--- src/rtl/branch_predictor_param_pkg.sv ---
// Shared mode constants and helpers for the parametrised branch predictor.
// Mode values are unique integers so MODE can be compared at elaboration time.
package branch_predictor_param_pkg;

  localparam int BPRED_ALWAYS_UNTAKEN     = 0;
  localparam int BPRED_ALWAYS_TAKEN       = 1;
  localparam int BPRED_SATURATION_COUNTER = 2;
  localparam int BPRED_HYSTERESIS_COUNTER = 3;
  localparam int BPRED_GSHARE             = 4;

  // Weakly not-taken: just below the taken half of the counter range.
  function automatic int weak_count(input int bits);
    return (1 << (bits - 1)) - 1;
  endfunction

endpackage

--- src/rtl/branch_predictor_param_counter_next.sv ---
// Next-state logic for one BHT counter: saturating up/down, or the 2-bit
// hysteresis scheme where a wrong guess from a weak state jumps to the far strong state.
module bpred_counter_next #(
  parameter int COUNTER_BITS = 2,
  parameter bit HYSTERESIS   = 1'b0
) (
  input  logic [COUNTER_BITS-1:0] cur,
  input  logic                    taken,
  output logic [COUNTER_BITS-1:0] next
);

  if (HYSTERESIS) begin : g_hyst
    always_comb begin
      // NOTE: default assignment first so every path drives next and no latch is inferred.
      next = cur;
      case (cur)
        2'b00:   next = taken ? 2'b01 : 2'b00;
        2'b01:   next = taken ? 2'b11 : 2'b00;
        2'b10:   next = taken ? 2'b11 : 2'b00;
        default: next = taken ? 2'b11 : 2'b10;
      endcase
    end
  end else begin : g_sat
    always_comb begin
      next = cur;
      if (taken) begin
        if (cur != '1) next = cur + COUNTER_BITS'(1);
      end else if (cur != '0) begin
        next = cur - COUNTER_BITS'(1);
      end
    end
  end

endmodule

--- src/rtl/branch_predictor_param.sv ---
// Tagged BTB + per-entry BHT predictor with optional gshare hashing and
// branch/miss statistics. Lookup is combinational; resolution updates on the clock.
module branch_predictor_param
  import branch_predictor_param_pkg::*;
#(
  parameter int WORD_SIZE    = 16,
  parameter int INDEX_BITS   = 6,
  parameter int COUNTER_BITS = 2,
  parameter int MODE         = BPRED_HYSTERESIS_COUNTER,
  parameter int HIST_BITS    = 4
) (
  input  logic                 clk,
  input  logic                 reset,
  input  logic [WORD_SIZE-1:0] lk_pc,
  output logic                 lk_hit,
  output logic                 lk_taken,
  output logic [WORD_SIZE-1:0] lk_target,
  input  logic                 up_valid,
  input  logic [WORD_SIZE-1:0] up_pc,
  input  logic                 up_is_cond,
  input  logic                 up_taken,
  input  logic [WORD_SIZE-1:0] up_target,
  input  logic                 up_miss,
  output logic [WORD_SIZE-1:0] num_branch,
  output logic [WORD_SIZE-1:0] num_branch_miss
);

  localparam int ENTRIES  = 1 << INDEX_BITS;
  localparam int TAG_BITS = WORD_SIZE - INDEX_BITS;
  localparam bit BTB_EN   = (MODE != BPRED_ALWAYS_UNTAKEN);
  localparam logic [COUNTER_BITS-1:0] CNT_WEAK = COUNTER_BITS'(weak_count(COUNTER_BITS));
  localparam logic [COUNTER_BITS-1:0] CNT_MAX  = '1;

  if (COUNTER_BITS < 1 || COUNTER_BITS > 4) begin : g_bad_counter_bits
    $error("COUNTER_BITS must be in 1..4");
  end
  if (MODE == BPRED_HYSTERESIS_COUNTER && COUNTER_BITS != 2) begin : g_bad_hysteresis
    $error("hysteresis mode requires COUNTER_BITS == 2");
  end
  if (HIST_BITS > INDEX_BITS) begin : g_bad_hist_bits
    $error("HIST_BITS must not exceed INDEX_BITS");
  end

  logic                    valid_q  [ENTRIES];
  logic [TAG_BITS-1:0]     tag_q    [ENTRIES];
  logic [WORD_SIZE-1:0]    target_q [ENTRIES];
  logic [COUNTER_BITS-1:0] cnt_q    [ENTRIES];
  logic [HIST_BITS-1:0]    ghr_q, ghr_d;
  logic [WORD_SIZE-1:0]    num_branch_q, num_branch_miss_q;

  logic [INDEX_BITS-1:0]   hash;
  logic [INDEX_BITS-1:0]   lk_idx, up_idx;
  logic [TAG_BITS-1:0]     up_tag;
  logic                    up_taken_eff;
  logic [COUNTER_BITS-1:0] cnt_base, cnt_next, cnt_upd;

  assign hash = (MODE == BPRED_GSHARE) ? INDEX_BITS'(ghr_q) : '0;

  // Lookup path: reads registered state only, so a same-cycle update is not visible.
  assign lk_idx    = lk_pc[INDEX_BITS-1:0] ^ hash;
  assign lk_hit    = BTB_EN && valid_q[lk_idx] &&
                     (tag_q[lk_idx] == lk_pc[WORD_SIZE-1:INDEX_BITS]);
  assign lk_taken  = (MODE == BPRED_ALWAYS_UNTAKEN) ? 1'b0 :
                     (MODE == BPRED_ALWAYS_TAKEN)   ? lk_hit :
                     (lk_hit && cnt_q[lk_idx][COUNTER_BITS-1]);
  assign lk_target = lk_taken ? target_q[lk_idx] : lk_pc + WORD_SIZE'(1);

  // A replaced entry restarts from the weak value before the outcome is applied.
  assign up_idx       = up_pc[INDEX_BITS-1:0] ^ hash;
  assign up_tag       = up_pc[WORD_SIZE-1:INDEX_BITS];
  assign up_taken_eff = up_taken | ~up_is_cond;
  assign cnt_base     = (valid_q[up_idx] && tag_q[up_idx] == up_tag) ? cnt_q[up_idx] : CNT_WEAK;
  assign cnt_upd      = up_is_cond ? cnt_next : CNT_MAX;
  assign ghr_d        = (ghr_q << 1) | HIST_BITS'(up_taken);

  bpred_counter_next #(
    .COUNTER_BITS (COUNTER_BITS),
    .HYSTERESIS   (MODE == BPRED_HYSTERESIS_COUNTER)
  ) u_counter_next (
    .cur   (cnt_base),
    .taken (up_taken_eff),
    .next  (cnt_next)
  );

  // NOTE: tag/target storage is never read before its valid bit is set, so it carries
  // no reset and can map onto plain RAM; only valid bits and counters are cleared.
  always_ff @(posedge clk) begin
    if (BTB_EN && up_valid && !reset) begin
      tag_q[up_idx]    <= up_tag;
      target_q[up_idx] <= up_target;
    end
  end

  // NOTE: sequential state uses non-blocking assignments so every read sees pre-edge values.
  always_ff @(posedge clk) begin
    if (reset) begin
      for (int i = 0; i < ENTRIES; i++) begin
        valid_q[i] <= 1'b0;
        cnt_q[i]   <= CNT_WEAK;
      end
      ghr_q             <= '0;
      num_branch_q      <= '0;
      num_branch_miss_q <= '0;
    end else if (up_valid) begin
      if (BTB_EN) begin
        valid_q[up_idx] <= 1'b1;
        cnt_q[up_idx]   <= cnt_upd;
      end
      if (up_is_cond) begin
        ghr_q        <= ghr_d;
        num_branch_q <= num_branch_q + WORD_SIZE'(1);
      end
      if (up_miss) num_branch_miss_q <= num_branch_miss_q + WORD_SIZE'(1);
    end
  end

  assign num_branch      = num_branch_q;
  assign num_branch_miss = num_branch_miss_q;

endmodule

--- config.mk ---
export PLATFORM = sky130hd
export DESIGN_NAME = branch_predictor_param
export DESIGN_NICKNAME = d
export VERILOG_FILES = /design/src/rtl/branch_predictor_param_pkg.sv /design/src/rtl/branch_predictor_param_counter_next.sv /design/src/rtl/branch_predictor_param.sv
export SDC_FILE = /design/constraint.sdc
export NUM_CORES = 2
export LEC_CHECK = 0
export CORE_ASPECT_RATIO = 1.2
export CORE_MARGIN = 3
export CORE_UTILIZATION = 38
export CTS_BUF_LIST = sky130_fd_sc_hd__clkbuf_4 sky130_fd_sc_hd__clkbuf_8
export DETAILED_ROUTE_END_ITERATION = 10
export SLEW_MARGIN = 10
export SYNTH_ARGS = -nofsm -noshare
export SYNTH_HDL_FRONTEND = slang
export SYNTH_SLANG_ARGS = --single-unit
--- constraint.sdc ---
create_clock -name clk -period 6.5 [get_ports clk]
set_input_delay 0.65 -clock clk [delete_from_list [all_inputs] [get_ports clk]]
set_output_delay 0.65 -clock clk [all_outputs]
set_load 0.1 [all_outputs]
==> flow_summary.toml <==
[worst_setup_path]
slowest_stage = "o21ai_0"
critical_path_class = "input pin to output pin"
r2r.worst_path.cells = 13
critPathCaptureType = "output pin"
critical_path.cell_chain = "buf_8 -> buf_4 -> mux4_2 -> a22oi_1 -> a31oi_1 -> o21ai_0 -> nand3_1 -> buf_4 -> o21ai_0 -> a2111o_1 -> or4_1 -> buf_12 -> mux2_2 -> buf_12"
cp_slowest_stage_delay_ps = 1040
required_ps = 5850
r2r-start = "tag_q[46][3]"
crit_fanout = 63
path_buf_inv = 5
r2r_slack_ps = 1540
crit_cells = 14
rr_endpoint = "cnt_q[40][1]"
cpLargestDelayFamily = "compound AO/OA/AOI/OAI gates"
arrival_ps = 5260
startpoint_type = "input pin"

[placement]
port_buffers = 103
dp.cells = 7208
dpl-instance-area_um2 = 86000
hpwl_mm = 172
place_congestion = 0.946
post-place-ws_ps = 478

[cts]
cts_tree = "built"
cts_root_buf = "clkbuf_8"
clk_pin_slew_ps = 60
clk-insertion-delay-late_ps = 1070
cts_buffers = 329
clock_path_buffers = 4
ctsResizeCount = 0
clock_sinks = 1888
h-tree-depth = 5

[grt]
grt_pass1_wl_mm = 383
gr-total-overflow = 0
grt_max_degree = 90
track_usage_pct = 25.3
grt_antenna_before_repair = 13
grt_pass1_vias = 48783

[drt]
drc = 0
drt-initial-drc-count = 7010
via_per_inst = 6.24
drt-total-wl_mm = 278
via_count = 48448
avgRoutedWirePerCell_um = 35.7
dr.pass1.iters = 8
ant_nets = 0

[power_and_ir_drop]
clkPwrFrac_pct = 40.5
p_seq_share_pct = 51.9
comb_power_share_pct = 7.6
leakagePower_nw = 29.6
sw_frac_of_total_pct = 23.5
power_density_nw_per_um2 = 281
p_sw_mw = 6.09
vdd_drop_max_mv = 0.250
finalPower_mw = 25.9
p_int_mw = 19.8

[timing]
whs_ps = 128
fin_crit_sh_pct = 91.0
slew_headroom_pct = 10.8
hold_viol_final = 0
worst_pin_slew_ps = 1340
rsz0062_at_grt = "false"
setup_viol = 0
max_freq_mhz = 169
postLayoutSetupSlackWorst_ps = 586
min_period_ps = 5910
slew_violations = 0
tns_ps = 0
fin_skew_ps = 68.2

[final_layout]
stdcell_area_um2 = 92200
post-route-util_pct = 43.9
final_cell_mix = "edfxtp_1 (1,792), mux4_2 (566), clkbuf_8 (339)"
layoutNonFillerInstCount = 7766
area_delta_synth_final_pct = 14.8
seqCellArea_um2 = 55700
final_common_cell = "edfxtp_1"
multi_input_area_um2 = 23000
drive_above_1_share_pct = 32.6
num-nets-final = 4808
fillers = 18150

[die]
die_height_um = 509
start_util_pct = 38.3
io_pins = 104
die_w_um = 426
fp-row-count = 184
core_um2 = 210000
dieArea_um2 = 217000

[min_path]
holdPathStages = 2
hold_path_end = "num_branch[14]"
hp-class = "input pin to flop"
hold_start = "reset"

[yosys]
synthTopCellsByArea = "edfxtp_1 (67%), mux4_2 (16%), dfxtp_1 (2.4%)"
async_flop_share_pct = 0
ys_ff_latch = 1888
synth.largest_area_cell = "edfxtp_1"
ys.flop_type = "edfxtp_1"
yosysSeqAreaShare_pct = 69.4
ys_types = 71
syn_nets = 4420
syn_inst = 4362
avgSynthCellArea_um2 = 18.4
yosys.area.top_type_share_pct = 67.1
yosysWarnings = 0
synth_area_um2 = 80300
synth_edf_count = 1792

[run_status]
status = "finished clean"

[run]
drv_cap = 0
flip-flops by register name (all words and copies together), names as in the netlist:
signal / flops
num_branch_miss: 16
cnt_q: 128
target_q: 1024
valid_q: 64
tag_q: 640
num_branch: 16
metal layers:
metal	wire, µm	share of wire [%]	up-vias	track usage, %
met5	57	0.021	-	0
met4	19600	7.1	8	15.3
met3	27400	9.9	864	5.98
met2	130000	47	3342	40.0
met1	101000	36	25394	31.7
li1	-	-	18840	-
cell usage after synthesis (all sizes together), types with 8 or more instances:
library cell  count
a211oi            8
a22oi           107
o22ai            73
o211ai            8
a31oi            17
nor2b            24
inv             119
and3b            15
nor3b             9
dfxtp            96
a221o            30
o22a              8
a21oi            43
o221ai           17
clkbuf          181
nor2            152
buf             126
o21ai            90
nand4            18
mux2            104
a22o             14
xor2             36
xnor2            22
nand3            37
or2              67
nand3b           12
and3             19
nor4             11
mux4            566
and2             19
a221oi           91
edfxtp         1792
nand2           220
mux2i            95
nor3             30
layout make-up:
type / instances / area share [%]
Tap cell: 2790 / 3.79
Inverter: 121 / 0.498
Sequential cell: 1888 / 60.5
Clock buffer: 432 / 5.81
Multi-Input combinational cell: 2046 / 24.9
Clock inverter: 115 / 0.785
Antenna cell: 10 / 0.0272
Timing Repair Buffer: 364 / 3.69
kinds of logic after synthesis:
kind of cell	after synthesis	synth area share (%)
adders and majority gates	4	0.0624
and+or+nand+nor	667	4.10
DFF	1888	69.4
muxes	765	18.6
buffers and inverters	428	2.20
xor gates and xnor gates	58	0.633
AOI/OAI and AO/OA	552	4.99
power groups by stage:
stage                     Clock [mW]  Combinational (mW)  Sequential [mW]
after floorplan                    0                1.04             13.7
after global placement             0                1.92             13.7
after detailed placement           0                1.93             13.7
after CTS                       10.6                1.94             13.4
after global routing            11.2                2.01             13.4
final                           10.5                1.96             13.4
repair_timing:
item,4_1_cts,5_1_grt
endpoints found under the hold margin,11,0
hold buffers,1,0
buffers inserted,0,0
how the worst max path moves through the flow:
stage | from | endpoint
6_report | lk_pc[0] | lk_target[3]
5_1_grt | lk_pc[0] | lk_target[5]
4_1_cts | tag_q[6][0] | lk_target[12]
3_5_place_dp | up_pc[1] | cnt_q[45][1]
3_3_place_gp | up_pc[1] | cnt_q[45][1]
2_1_floorplan | lk_pc[1] | lk_hit
Power figures use the tool's default switching activity.
